==> config.mk <==
export PLATFORM = sky130hd
export DESIGN_NAME = pc_sequencer
export DESIGN_NICKNAME = d
export VERILOG_FILES = /design/src/rtl/pc_sequencer.sv
export SDC_FILE = /design/constraint.sdc
export NUM_CORES = 1
export LEC_CHECK = 0
export CAP_MARGIN = 15
export CORE_AREA = 2 2 89 91
export CTS_CLUSTER_DIAMETER = 50
export DETAILED_ROUTE_END_ITERATION = 7
export DIE_AREA = 0 0 91 93
export PLACE_DENSITY_LB_ADDON = 0.05
export SLEW_MARGIN = 25
export SYNTH_ARGS = -nofsm -noshare
export SYNTH_HDL_FRONTEND = slang
export SYNTH_SLANG_ARGS = --single-unit
==> constraint.sdc <==
create_clock -name clk -period 2.2 [get_ports clk]
set_input_delay 0.44 -clock clk [delete_from_list [all_inputs] [get_ports clk]]
set_output_delay 0.44 -clock clk [all_outputs]
set_load 0.1 [all_outputs]
==> src/rtl/pc_sequencer.sv <==
// pc_sequencer: next-address controller for the PC register.
// Takes one flow command at a time, computes the next address and pulses
// pc_enable for one cycle so the PC loads it. CALL/RET use a small LIFO
// return-address stack. HALT and FAULT are terminal until Rst.
//
// state   | meaning
// --------+-----------------------------------------------------------
// S_IDLE  | ready for a command (cmd_ready=1)
// S_LOAD  | pc_enable=1 for one cycle, PC loads pc_newaddr
// S_HALT  | HALT executed; halted=1, commands ignored
// S_FAULT | stack over/underflow or illegal op; fault=1, commands ignored
module pc_sequencer #(
  parameter int AW          = 12,
  parameter int STACK_DEPTH = 4,
  localparam int SPW        = $clog2(STACK_DEPTH + 1)
) (
  input  logic           clk,
  input  logic           Rst,
  input  logic           cmd_valid,
  output logic           cmd_ready,
  input  logic [2:0]     cmd_op,
  input  logic           cmd_cond,
  input  logic [AW-1:0]  cmd_target,
  input  logic [AW-1:0]  pc_in,
  output logic           pc_enable,
  output logic [AW-1:0]  pc_newaddr,
  output logic [SPW-1:0] sp,
  output logic           halted,
  output logic           fault
);

  // Stack storage is sized to a power of two so sp slices index it cleanly;
  // only the first STACK_DEPTH entries are ever written.
  localparam int IW = (STACK_DEPTH > 1) ? $clog2(STACK_DEPTH) : 1;

  localparam logic [2:0] OP_NEXT   = 3'b000;
  localparam logic [2:0] OP_JUMP   = 3'b001;
  localparam logic [2:0] OP_BRANCH = 3'b010;
  localparam logic [2:0] OP_CALL   = 3'b011;
  localparam logic [2:0] OP_RET    = 3'b100;
  localparam logic [2:0] OP_HALT   = 3'b101;

  typedef enum logic [1:0] {
    S_IDLE,
    S_LOAD,
    S_HALT,
    S_FAULT
  } state_t;

  state_t         state;
  logic [AW-1:0]  stack [2**IW];
  logic [AW-1:0]  inc;
  logic [SPW-1:0] sp_m1;
  logic [IW-1:0]  push_idx;
  logic [IW-1:0]  pop_idx;
  logic           stack_full;
  logic           stack_empty;

  assign cmd_ready   = (state == S_IDLE);
  assign inc         = pc_in + AW'(1);
  assign sp_m1       = sp - SPW'(1);
  assign push_idx    = sp[IW-1:0];
  assign pop_idx     = sp_m1[IW-1:0];
  assign stack_full  = (sp == SPW'(STACK_DEPTH));
  assign stack_empty = (sp == '0);

  // Sequencer FSM: command decode, address select, stack push/pop, strobe.
  always_ff @(posedge clk) begin
    if (Rst) begin
      state      <= S_IDLE;
      pc_enable  <= 1'b0;
      pc_newaddr <= '0;
      sp         <= '0;
      halted     <= 1'b0;
      fault      <= 1'b0;
    end else begin
      pc_enable <= 1'b0;
      case (state)
        S_IDLE: begin
          if (cmd_valid) begin
            case (cmd_op)
              OP_NEXT: begin
                pc_newaddr <= inc;
                pc_enable  <= 1'b1;
                state      <= S_LOAD;
              end
              OP_JUMP: begin
                pc_newaddr <= cmd_target;
                pc_enable  <= 1'b1;
                state      <= S_LOAD;
              end
              OP_BRANCH: begin
                pc_newaddr <= cmd_cond ? cmd_target : inc;
                pc_enable  <= 1'b1;
                state      <= S_LOAD;
              end
              OP_CALL: begin
                if (stack_full) begin
                  state <= S_FAULT;
                  fault <= 1'b1;
                end else begin
                  stack[push_idx] <= inc;
                  sp              <= sp + SPW'(1);
                  pc_newaddr      <= cmd_target;
                  pc_enable       <= 1'b1;
                  state           <= S_LOAD;
                end
              end
              OP_RET: begin
                if (stack_empty) begin
                  state <= S_FAULT;
                  fault <= 1'b1;
                end else begin
                  sp         <= sp_m1;
                  pc_newaddr <= stack[pop_idx];
                  pc_enable  <= 1'b1;
                  state      <= S_LOAD;
                end
              end
              OP_HALT: begin
                state  <= S_HALT;
                halted <= 1'b1;
              end
              default: begin
                state <= S_FAULT;
                fault <= 1'b1;
              end
            endcase
          end
        end
        S_LOAD:  state <= S_IDLE;
        default: state <= state;
      endcase
    end
  end

endmodule
* Yosys cells after proc, flatten, opt, wreduce, memory -nomap -nowiden
Memory sizes are Yosys's and may differ from the RTL's. Index checks and enable logic that the tools add are counted.
Operators by class: $add $sub $neg 3, equal/unequal tests 12, multiplexer cells 23, bitwise gates (word level) 3, reduce and logical (&&, ||, !) cells 14
Operator list (count):
- case mux 12 bit (5 select lines) | 1
- 2-to-1 mux 12 bit | 3
- AND reduction 5 bit | 3
- adder 12 x 1 -> 12 bit, second input constant | 1
- inequality test 2 bit, second input constant | 5
- == test 3 bit, second input constant | 3
- 2-to-1 mux 1 bit | 9
- case mux 2 bit (4 select lines) | 1
- == test 3 x 2 -> 1 bit, second input constant | 2
- logical NOT 3 bit | 2
- 2-to-1 mux 2 bit | 3
- 2-to-1 mux 3 bit | 2
- case mux 1 bit (3 select lines) | 2
- case mux 3 bit (2 select lines) | 1
- OR reduction 3 bit | 2
- nonzero test 5 bit | 1
- case mux 2 bit (2 select lines) | 1
- nonzero test 2 bit | 2
- OR reduction 4 bit | 1
- adder 3 x 1 -> 3 bit, second input constant | 1
- == test 3 x 1 -> 1 bit, second input constant | 1
- inverter 1 bit | 3
- AND reduction 3 bit | 1
- subtractor 3 x 1 -> 3 bit, second input constant | 1
- 3 further kinds | 3
Word-level totals: bits in registers 20, RAM bits 48, bits of input ports 31, output and inout port bits 19, word-level logic and storage cells 62, memories 1
Memory list:
- stack | depth 4, bits a word 12, read ports 1, clocked after memory_dff 0, write ports 1, line 51 | logic [AW-1:0] stack [2**IW];

* Logic depth before layout (Yosys ltp)
depth in word-level cells 7, mapped depth 10, depth with buffers taken out 7

* Worst setup path after synthesis
No wires, ideal clock.
kind register to register, from register sp[0], to memory stack[0][0] (enable), arrival 2633 ps, slack -787 ps, stages on the path, launching flop included 7, period minus slack after synthesis 2987 ps, cell sequence dfxtp_1 > buf_6 > buf_12 > inv_1 > ha_1 > a2111oi_1 > and2_1
Between the ends: longest elaborated chain between the ends 7
RTL lines:
- start, declared | line 27 | output logic [SPW-1:0] sp,
- start signal, assigned | line 103 | sp <= sp + SPW'(1);
- start signal, assigned | line 114 | sp <= sp_m1;
- == test 3 bit | line 64 | assign stack_full = (sp == SPW'(STACK_DEPTH));
- 2-to-1 mux 1 bit | line 98 | if (stack_full) begin
- 2-to-1 mux 1 bit | line 81 | case (cmd_op)
- 2-to-1 mux 1 bit | line 80 | if (cmd_valid) begin
- 2-to-1 mux 1 bit | line 78 | case (state)
- 2-to-1 mux 1 bit | line 69 | if (Rst) begin
- 2-to-1 mux 1 bit (not written as such) | line 102 | stack[push_idx] <= inc;
- end, declared | line 51
Parallel ways exist; a longest one is shown, timed or not.

* Final worst setup path
from input cmd_valid, to memory stack[1][6] (enable)
Between the ends: longest elaborated chain between the ends 4
RTL lines:
- start, declared | line 19 | input logic cmd_valid,
- 2-to-1 mux 1 bit | line 80
- 2-to-1 mux 1 bit | line 78
- 2-to-1 mux 1 bit | line 69
- 2-to-1 mux 1 bit (not written as such) | line 102
No other way between the ends.

==> results by group <==
Worst setup path
  • Reg2reg path depth: 6
  • Max incr delay on CP: 490 ps
  • Startpoint Class: input pin
  • CP delay by family, top: simple AND/OR/NAND/NOR gates
  • Critical-path top delay cell: clkdlybuf4s50_1
  • Reg2reg setup slack: 200 ps
  • Crit. End Element: flip-flop
  • CP arrival: 2050 ps
  • Worst Setup Path Type: in2reg
  • Worst r2r dst: pc_newaddr[8]
  • Worst-path cell chain: clkdlybuf4s50_1 -> nor3b_4 -> nand2_1 -> a2111oi_4 -> and2_4
  • FF-to-FF Start: sp[0]
  • CP max FO: 12
  • Worst endpoint required time: 2220 ps
  • WP buf/inv: 1

CTS
  • Clock-pin slew of the registers on the worst-case setup and hold paths: around 80 ps
  • Cts hold-fix bufs: 0
  • TritonCTS clock tree: yes
  • H-Tree Depth: 3
  • Setup bufs post-CTS: 0
  • CTS max path bufs: 2
  • Clock Latency Late Sink: approximately 340 ps
  • Clock Sinks: 68
  • Clock Tree Root: clkbuf_8
  • CTS buffer count: 9

Layout
  • Fillers: ~680
  • Fin nets: between 300 and 400
  • Commonest cells after routing, fill and taps aside: buf_4 (64), edfxtp_1 (48), clkdlybuf4s50_1 (30), nor2_1 (24), dfxtp_1 (17)
  • P&R area growth vs syn: 30.9%
  • Final core occ: 0.569
  • Layout Cells excl Fill: 448
  • Ant diodes: 0
  • Layout cell share with drive strength beyond 1: 0.292
  • Design Area, Final: 0.00428 sq mm
  • Most common cell after layout, fill and taps aside: buf_4

Placed design
  • Place WS: -202 ps
  • DP Area: 0.00410 sq mm
  • IO Port Bufs: 49
  • Placed insts: 432
  • Post-DP HPWL: 5580 microns
  • RePlAce Congestion: ~0.89

Global route
  • Initial antenna violation count: 0
  • GR Overflow Total: 0
  • GRT Overall Usage: 0.199
  • Number of global-route vias before repair: 2388
  • Largest net degree at the start of global routing: 20
  • First-pass GRT wire length: 12700 microns

STA
  • Slew @ Worst Pin: 483 ps
  • Tcrit/Tclk final: 0.923
  • Fin worst setup slack: 169 ps
  • Fin. Hold Viols: 0
  • RSZ-0062 raised after global routing: false
  • # setup viols final: 0
  • Minimum clock period: a little over 2000 ps
  • Relative slew slack: 0.678
  • Max Slew Vio Count: 0
  • Clock Skew: roughly 15 ps
  • Fmax: 492 MHz
  • Hold slack: 466 ps
  • Total negative setup slack: 0 ps

Worst hold path
  • Hold Path Cell Cnt: 2
  • Min-Delay Path Class: reg2reg
  • Hold path start: pc_newaddr[1]
  • Hold Path End: pc_newaddr[1]

Synth
  • Synth area leader: edfxtp_1
  • Async set-reset flop share out of synthesis: 0
  • Post-Syn Area: between 0.003 and 0.004 sq mm
  • Syn Inst Count: around 250
  • Avg Inst Size Synth: about 13 sq um
  • Netlist cell types: 49
  • Post-synth top area share: 0.441
  • Synth top area cells: edfxtp_1 (44%), dfxtp_1 (12%), mux4_1 (4.8%)
  • Proportion of synthesized chip area in sequential cells: 0.563
  • Number of synthesized flops with an enable pin: 48
  • Post-Syn Nets: 286
  • #FFs+latches synth: 68
  • Dominant synthesized flop cell: edfxtp_1
  • Yosys warns: 0

Die
  • Rows: 32
  • Core ar.: 0.00753 sq mm
  • Die Wd: 91 microns
  • Initial core utilization: 0.435
  • Num ports: 50
  • Total die area: 0.00846 sq mm
  • Chip Height: just over 90 microns

Power and ir drop
  • P_leak: approximately 1.6 nW
  • Maximum vdd drop: 0.271 mV
  • Pwr Density: ~680 mW/mm^2
  • Total power: 2.93 mW

Route
  • Drt via density: approximately 5.3
  • First DRT Iteration DRCs: 167
  • Drt first pass iters: 4
  • Routed length per placed instance: around 18 microns
  • Vias: 2376
  • Final wirelength: about 7900 microns
  • Antenna Violating Nets Remaining: 0
  • DRC: 0

Status
  • Status: finished clean

Job
  • Maxcap violations: 0
==> repair_timing <==
item                                    4_1_cts  5_1_grt
endpoints found under the setup margin        0        3
gates resized for setup                       0        1
hold endpoints to repair                      0        0
==> registers in the layout, summed over array words and instances, names as in the netlist <==
name,cells
stack,48
pc_enable,1
fault,1
pc_newaddr,12
sp,3
halted,1
state,2
==> worst register-to-register path, stage by stage, from the launching register on <==
cell,delay [ps]
dfxtp_4,440
clkinvlp_4,170
ha_4,420
mux4_1,350
a221o_1,340
a21oi_1,120
nor3_1,60
==> Yosys cell counts (4+ instances only) <==
master and n:
a21oi_1 14, dfxtp_1 20, xor2_1 7, mux4_2 5, and2_1 4, edfxtp_1 48
nand3_1 6, nor2_1 25, a221o_1 8, nand2_1 12, ha_1 6, o21ai_0 6
buf_6 4, nor3_1 11, xnor2_1 6, mux4_1 6, inv_1 8
==> routing by layer <==
metal  up-vias  global-route usage  wire (microns)
li1       1144                   -               -
met1      1159               0.257            3560
met2        65               0.337            3880
met3         8              0.0395             367
met4         0              0.0657              85
met5         -                   0               0
==> how the worst max path moves through the flow <==
stage | depth (start not counted) | slack (ps) | endpoint | from
6_report | 5 | 170 | stack[1][6] | cmd_valid
5_1_grt | 7 | 60 | pc_newaddr[10] | pc_in[0]
4_1_cts | 5 | 150 | stack[1][7] | cmd_valid
3_5_place_dp | 5 | -200 | stack[1][11] | cmd_valid
3_3_place_gp | 5 | -160 | stack[2][11] | cmd_valid
2_1_floorplan | 9 | -50 | pc_newaddr[7] | sp[0]
==> power breakdown <==
group | internal (mW) | leakage, nW | switching [mW] | total, mW
registers | 1.40 | 0.597 | 0.0189 | 1.42
clock network | 0.419 | 0.0795 | 0.511 | 0.930
logic | 0.220 | 0.892 | 0.359 | 0.580
==> final cells by class <==
| type | instances | area [sq um] | share of cell area |
|---|---|---|---|
| Clock buffer | 10 | 128 | 0.0298 |
| Multi-Input combinational cell | 160 | 1320 | 0.307 |
| Timing Repair Buffer | 94 | 781 | 0.182 |
| Tap cell | 102 | 128 | 0.0298 |
| Clock inverter | 6 | 48.8 | 0.0114 |
| Inverter | 8 | 33.8 | 0.00789 |
| Sequential cell | 68 | 1850 | 0.432 |
==> cells by family after synthesis <==
logic type,after synthesis,share of synthesized area
flops,68,0.563
xor+xnor,13,0.0348
buf+inv,21,0.0482
mux,14,0.0922
simple gates,76,0.127
compound gates,51,0.112
fa+ha+maj,6,0.0229
Note: power is estimated with default switching activity, not from simulation.
==> variant 1: new RTL, config.mk and constraints unchanged <==
The 4 states of `state_t` get a one-hot encoding in 4 bits.
--- a/src/rtl/pc_sequencer.sv
+++ b/src/rtl/pc_sequencer.sv
@@ -41,9 +41,9 @@
   localparam logic [2:0] OP_HALT   = 3'b101;
 
-  typedef enum logic [1:0] {
-    S_IDLE,
-    S_LOAD,
-    S_HALT,
-    S_FAULT
+  typedef enum logic [3:0] {
+    S_IDLE  = 4'b0001,
+    S_LOAD  = 4'b0010,
+    S_HALT  = 4'b0100,
+    S_FAULT = 4'b1000
   } state_t;
 
Check against the original RTL: no difference found for any inputs over 10 cycles, from zero or initial values and one cycle with Rst high; not proved beyond that.
==> variant 1 against the original RTL <==
  * Critical path depth increased by 1
  * Design area decreased by 1.4%
  * Global-route usage decreased by 1.6 points
  * Sequential share of layout area increased by 1.6 points
  * Worst setup slack improved by 29 ps
  * Synthesized area decreased by 2.5%
  * Hold slack got worse by 7.1 ps
  * Synthesized cell count increased by 0.40%
  * Sequential cell count increased by 2
  * Wire length decreased by 9.1%
  * Power increased by 0.51%
  * Clock power decreased by 5.6%
==> variant 1: results (changes against the original RTL) <==
worst_setup_path:
  worstReg2RegEnd: "pc_newaddr[7]$_SDFFE_PP0P_"
  path_class: "reg2reg"
  critPathMaxFanout: 9  # -3
  reg2reg_depth: 6  # unchanged
  arrival_ps: 2230  # +180 ps
  reg2reg_setup_slack_ps: 200
drt:
  wire_per_inst_um: 16.2  # -7.9%
  wl_met2_mm: 3.15  # -19%
  wl_met3_um: 410  # +12%
  initialDrtViolationCount: 134  # -20%
  num_vias: 2263  # -4.8%
  via_per_inst: 5.12  # -3.5%
  met1Wirelength_mm: 3.51  # -1.4%
clock_network:
  root_buffer: "clkbuf_8"
  ctsResizeCount: 0  # unchanged
  path_clk_slew_ps: 80  # about the same
  clk_latency_ps: 340  # about the same
  post-cts-setup-buffers: 0  # unchanged
  clock_path_buffers: 2  # unchanged
  htreeDepth: 3  # unchanged
placement:
  place_inst: 426  # -1.4%
  io_buffers: 49  # unchanged
  dp_hpwl_mm: 5.36  # -3.9%
  gp_congestion: 0.815  # -8.8%
  place_ws_ps: -104  # +98.3 ps
  placed_area_sq_um: 4060  # -1.1%
logic_synthesis:
  avgSynthCellArea_sq_um: 12.8  # -2.9%
  synth_edf_count: 48  # unchanged
  netlist-cell-type-count: 47  # -4.1%
  syn-num-nets: 287  # +0.35%
  yosysSeqAreaShare_pct: 59.0  # +2.7 points
  yosys-top-cells-count: "48 x edfxtp_1, 26 x nor2_1, 22 x dfxtp_1"
  ys_async_sr_fraction_pct: 0  # unchanged
  synth.area.top_cells: "edfxtp_1 45%, dfxtp_1 14%, mux4_2 8.5%"
  yosysWarnings: 0  # unchanged
final_layout:
  nets: 372  # -1.6%
  antennaDiodeCount: 0  # unchanged
  reg_top3: "stack: 48 flops, pc_newaddr: 12 flops, state: 4 flops"
  drive_gt1_share_pct: 30.0  # +0.81 points
timing:
  skew_ps: 9.18  # -6.08 ps
  relSlewSlack_pct: 68.6  # +0.84 points
  fmax_ghz: 0.499  # +1.5%
  hold_ws_ps: 459  # -7.09 ps
  finalSetupViolCount: 0  # unchanged
run_status:
  outcome: "completed"
global_route:
  grt_pass1_vias: 2190  # -8.3%
  grt_use_met3_pct: 4.35  # +0.40 points
  use_met2_pct: 26.8  # -6.9 points
  grtUsageTotal_pct: 18.3  # -1.6 points
  grtUsageMet1_pct: 26.5  # +0.77 points
  grt_max_degree: 23  # +15%
  grt_pass1_wl_mm: 11.7  # -7.8%
power:
  ir_drop_v: 0.000326  # +20%
  leakage_nw: 1.51  # -3.9%
hold_path:
  hold_class: "reg2reg"
  hp-start: "pc_newaddr[1]$_SDFFE_PP0P_"
==> variant 1: logic make-up after synthesis <==
family / synth area share, %
and+or+nand+nor: 13.7
DFF: 59.0
AOI/OAI and AO/OA: 9.93
buffers and inverters: 2.35
xor gates and xnor gates: 3.84
muxes: 8.79
adders and majority gates: 2.35
==> variant 1: where the power goes <==
group | switching (mW) | leakage (nW) | internal, mW | total (mW)
combinational | 0.373 | 0.805 | 0.233 | 0.605
clock | 0.471 | 0.0902 | 0.407 | 0.878
sequential | 0.0193 | 0.613 | 1.44 | 1.46
==> variant 1: final cells by class <==
cell class / instances / area (sq um)
clock buffer: 10 / 128
multi-input combinational: 162 / 1270
sequential: 70 / 1890
fill: 681 / 3310
clock inverter: 6 / 37.5
tap: 102 / 128
timing repair buffer: 85 / 738
inverter: 7 / 26.3
==> variant 1: critical path, stage by stage (launching register included) <==
cell and delay, ps:
dfxtp_4 390, inv_1 80, ha_1 420, buf_4 240, mux4_2 350, a221oi_1 280, a211oi_1 110
==> variant 2: new RTL, same flow settings <==
Made on the original files. The parameter `STACK_DEPTH` goes from 4 to 2.
--- a/src/rtl/pc_sequencer.sv
+++ b/src/rtl/pc_sequencer.sv
@@ -12,5 +12,5 @@
 module pc_sequencer #(
   parameter int AW          = 12,
-  parameter int STACK_DEPTH = 4,
+  parameter int STACK_DEPTH = 2,
   localparam int SPW        = $clog2(STACK_DEPTH + 1)
 ) (
Interface: changed (resized sp); port bits go from 50 to 49. The function was not compared with the original's and may differ.
==> variant 2 against the original RTL <==
  * Synthesized area is 33% lower
  * Clock skew down 6.0 ps
  * Die area unchanged
  * Wire length down 27%
  * Combinational power decreased by 9.0%
  * Sequential cell count decreased by 25
  * Design area shrank 28%
  * Core utilization down 16 points
  * Power down 29%
  * Worst setup slack improved by 99 ps
  * Non-clock buffer count decreased by 15
  * First-iteration DRC count is 71% lower
  * Synthesized cell count down 18%
==> variant 2: results (changes against the original RTL) <==
final_layout:
  drive_gt1_share_pct: 29.1  # -0.054 points
  instances_no_fill: 380  # -15%
  fillers: 790  # +16%
  reg_top3: "stack: 24 flops, pc_newaddr: 12 flops"
  nets: 311  # -18%
logic_synthesis:
  synth.area.top_cells: "edfxtp_1 33%, dfxtp_1 17%, mux2i_1 5.5%"
  yosysSeqAreaShare_pct: 50.1  # -6.1 points
  syn-num-nets: 238  # -17%
  synth_edf_count: 24  # -50%
  synthCells: 204  # -18%
  netlist-cell-type-count: 46  # -6.1%
  yosys-top-cells-count: "30 x nor2_1, 24 x edfxtp_1, 19 x dfxtp_1"
placement:
  io_buffers: 48  # -2.0%
  place_ws_ps: -54.1  # +148 ps
  gp_congestion: 0.794  # -11%
  place_inst: 372  # -14%
  dp_hpwl_mm: 4.39  # -21%
  placed_area_sq_um: 2950  # -28%
worst_setup_path:
  cpPeakStageDelay_ps: 540  # +50 ps
  reg2reg_depth: 7  # +1
  critPathMaxFanout: 7  # -5
  cp_slowest_cell: "or3b_2"
  reg2reg_setup_slack_ps: 360  # +160 ps
  worstReg2RegEnd: "pc_newaddr[9]$_SDFFE_PP0P_"
  arrival_ps: 1940  # -110 ps
drt:
  initialDrtViolationCount: 48  # -71%
  via_per_inst: 4.67  # -12%
power:
  p_int_mw: 1.43  # -30%
  leakage_nw: 1.10  # -30%
timing:
  tightestPinTransition_ps: 420  # -62.1 ps
  fmax_ghz: 0.517  # +5.1%
  skew_ps: 9.27  # -5.99 ps
global_route:
  grt_pass1_wl_mm: 9.23  # -27%
clock_network:
  clk_latency_ps: 300  # -40 ps
run_status:
  outcome: "completed"
[variant 2: cell types whose count changed in the layout (fill, tap and decap cells not counted), sizes merged, moves of 6 or more]
cell,unedited run,this run
edfxtp,48,24
buf,64,49
mux4,11,0
mux2i,2,12
nand2,12,3
a211oi,3,11
a221o,8,0
nor3,11,3
a21oi,14,8
nor2,26,32
or2,0,6
xor2,7,1
[variant 2: cell families (layout without fill, tap and decap cells)]
kind of cell,count (synthesis),in the layout,synth area share (%)
AOI/OAI and AO/OA,52,52,18.7
DFF,43,43,50.1
and+or+nand+nor,68,68,16.1
adders and majority gates,3,3,1.71
xor gates and xnor gates,6,6,2.39
muxes,12,12,5.47
buffers and inverters,20,94,5.47
[variant 2: layout make-up]
| type | instances | area, sq um | area share (%) |
|---|---|---|---|
| Clock buffer | 6 | 82.6 | 2.69 |
| Clock inverter | 2 | 35.0 | 1.14 |
| Inverter | 7 | 26.3 | 0.856 |
| Multi-Input combinational cell | 141 | 1010 | 33.0 |
| Sequential cell | 43 | 1110 | 36.0 |
| Tap cell | 102 | 128 | 4.16 |
| Timing Repair Buffer | 79 | 681 | 22.2 |
[variant 2: worst min path at each step]
stage / end / startpoint / cells after the start / slack, ps
final: fault$_SDFFE_PP0P_ / fault$_SDFFE_PP0P_ / 1 / 490
after CTS: fault$_SDFFE_PP0P_ / fault$_SDFFE_PP0P_ / 1 / 490
after detailed placement: fault$_SDFFE_PP0P_ / fault$_SDFFE_PP0P_ / 1 / 470
after floorplan: state[1]$_SDFFE_PP0P_ / state[1]$_SDFFE_PP0P_ / 2 / 500
after global placement: fault$_SDFFE_PP0P_ / fault$_SDFFE_PP0P_ / 1 / 470
after global routing: halted$_SDFFE_PP0P_ / halted$_SDFFE_PP0P_ / 1 / 520
[variant 2: per-layer routing]
layer	vias to the layer above	share of wire, %	global-route usage (%)
met4	0	1.9	4.55
li1	908	-	-
met1	815	45	17.5
met5	-	0	0
met3	8	4.0	3.30
met2	45	49	24.3
[variant 2: power groups by stage]
stage	clock, mW	combinational [mW]	sequential, mW
finish	0.656	0.528	0.892
global route	0.716	0.561	0.896
CTS	0.671	0.533	0.892
detailed placement	0	0.532	0.911
global placement	0	0.532	0.910
floorplan	0	0.193	1.07
[variant 2: worst register-to-register path, delay by kind of cell (launching register included)]
| kind | cells | cell delay [ps] |
|---|---|---|
| AOI/OAI and AO/OA | 4 | 890 |
| DFF | 1 | 350 |
| buffers and inverters | 2 | 250 |
| adders and majority gates | 1 | 240 |
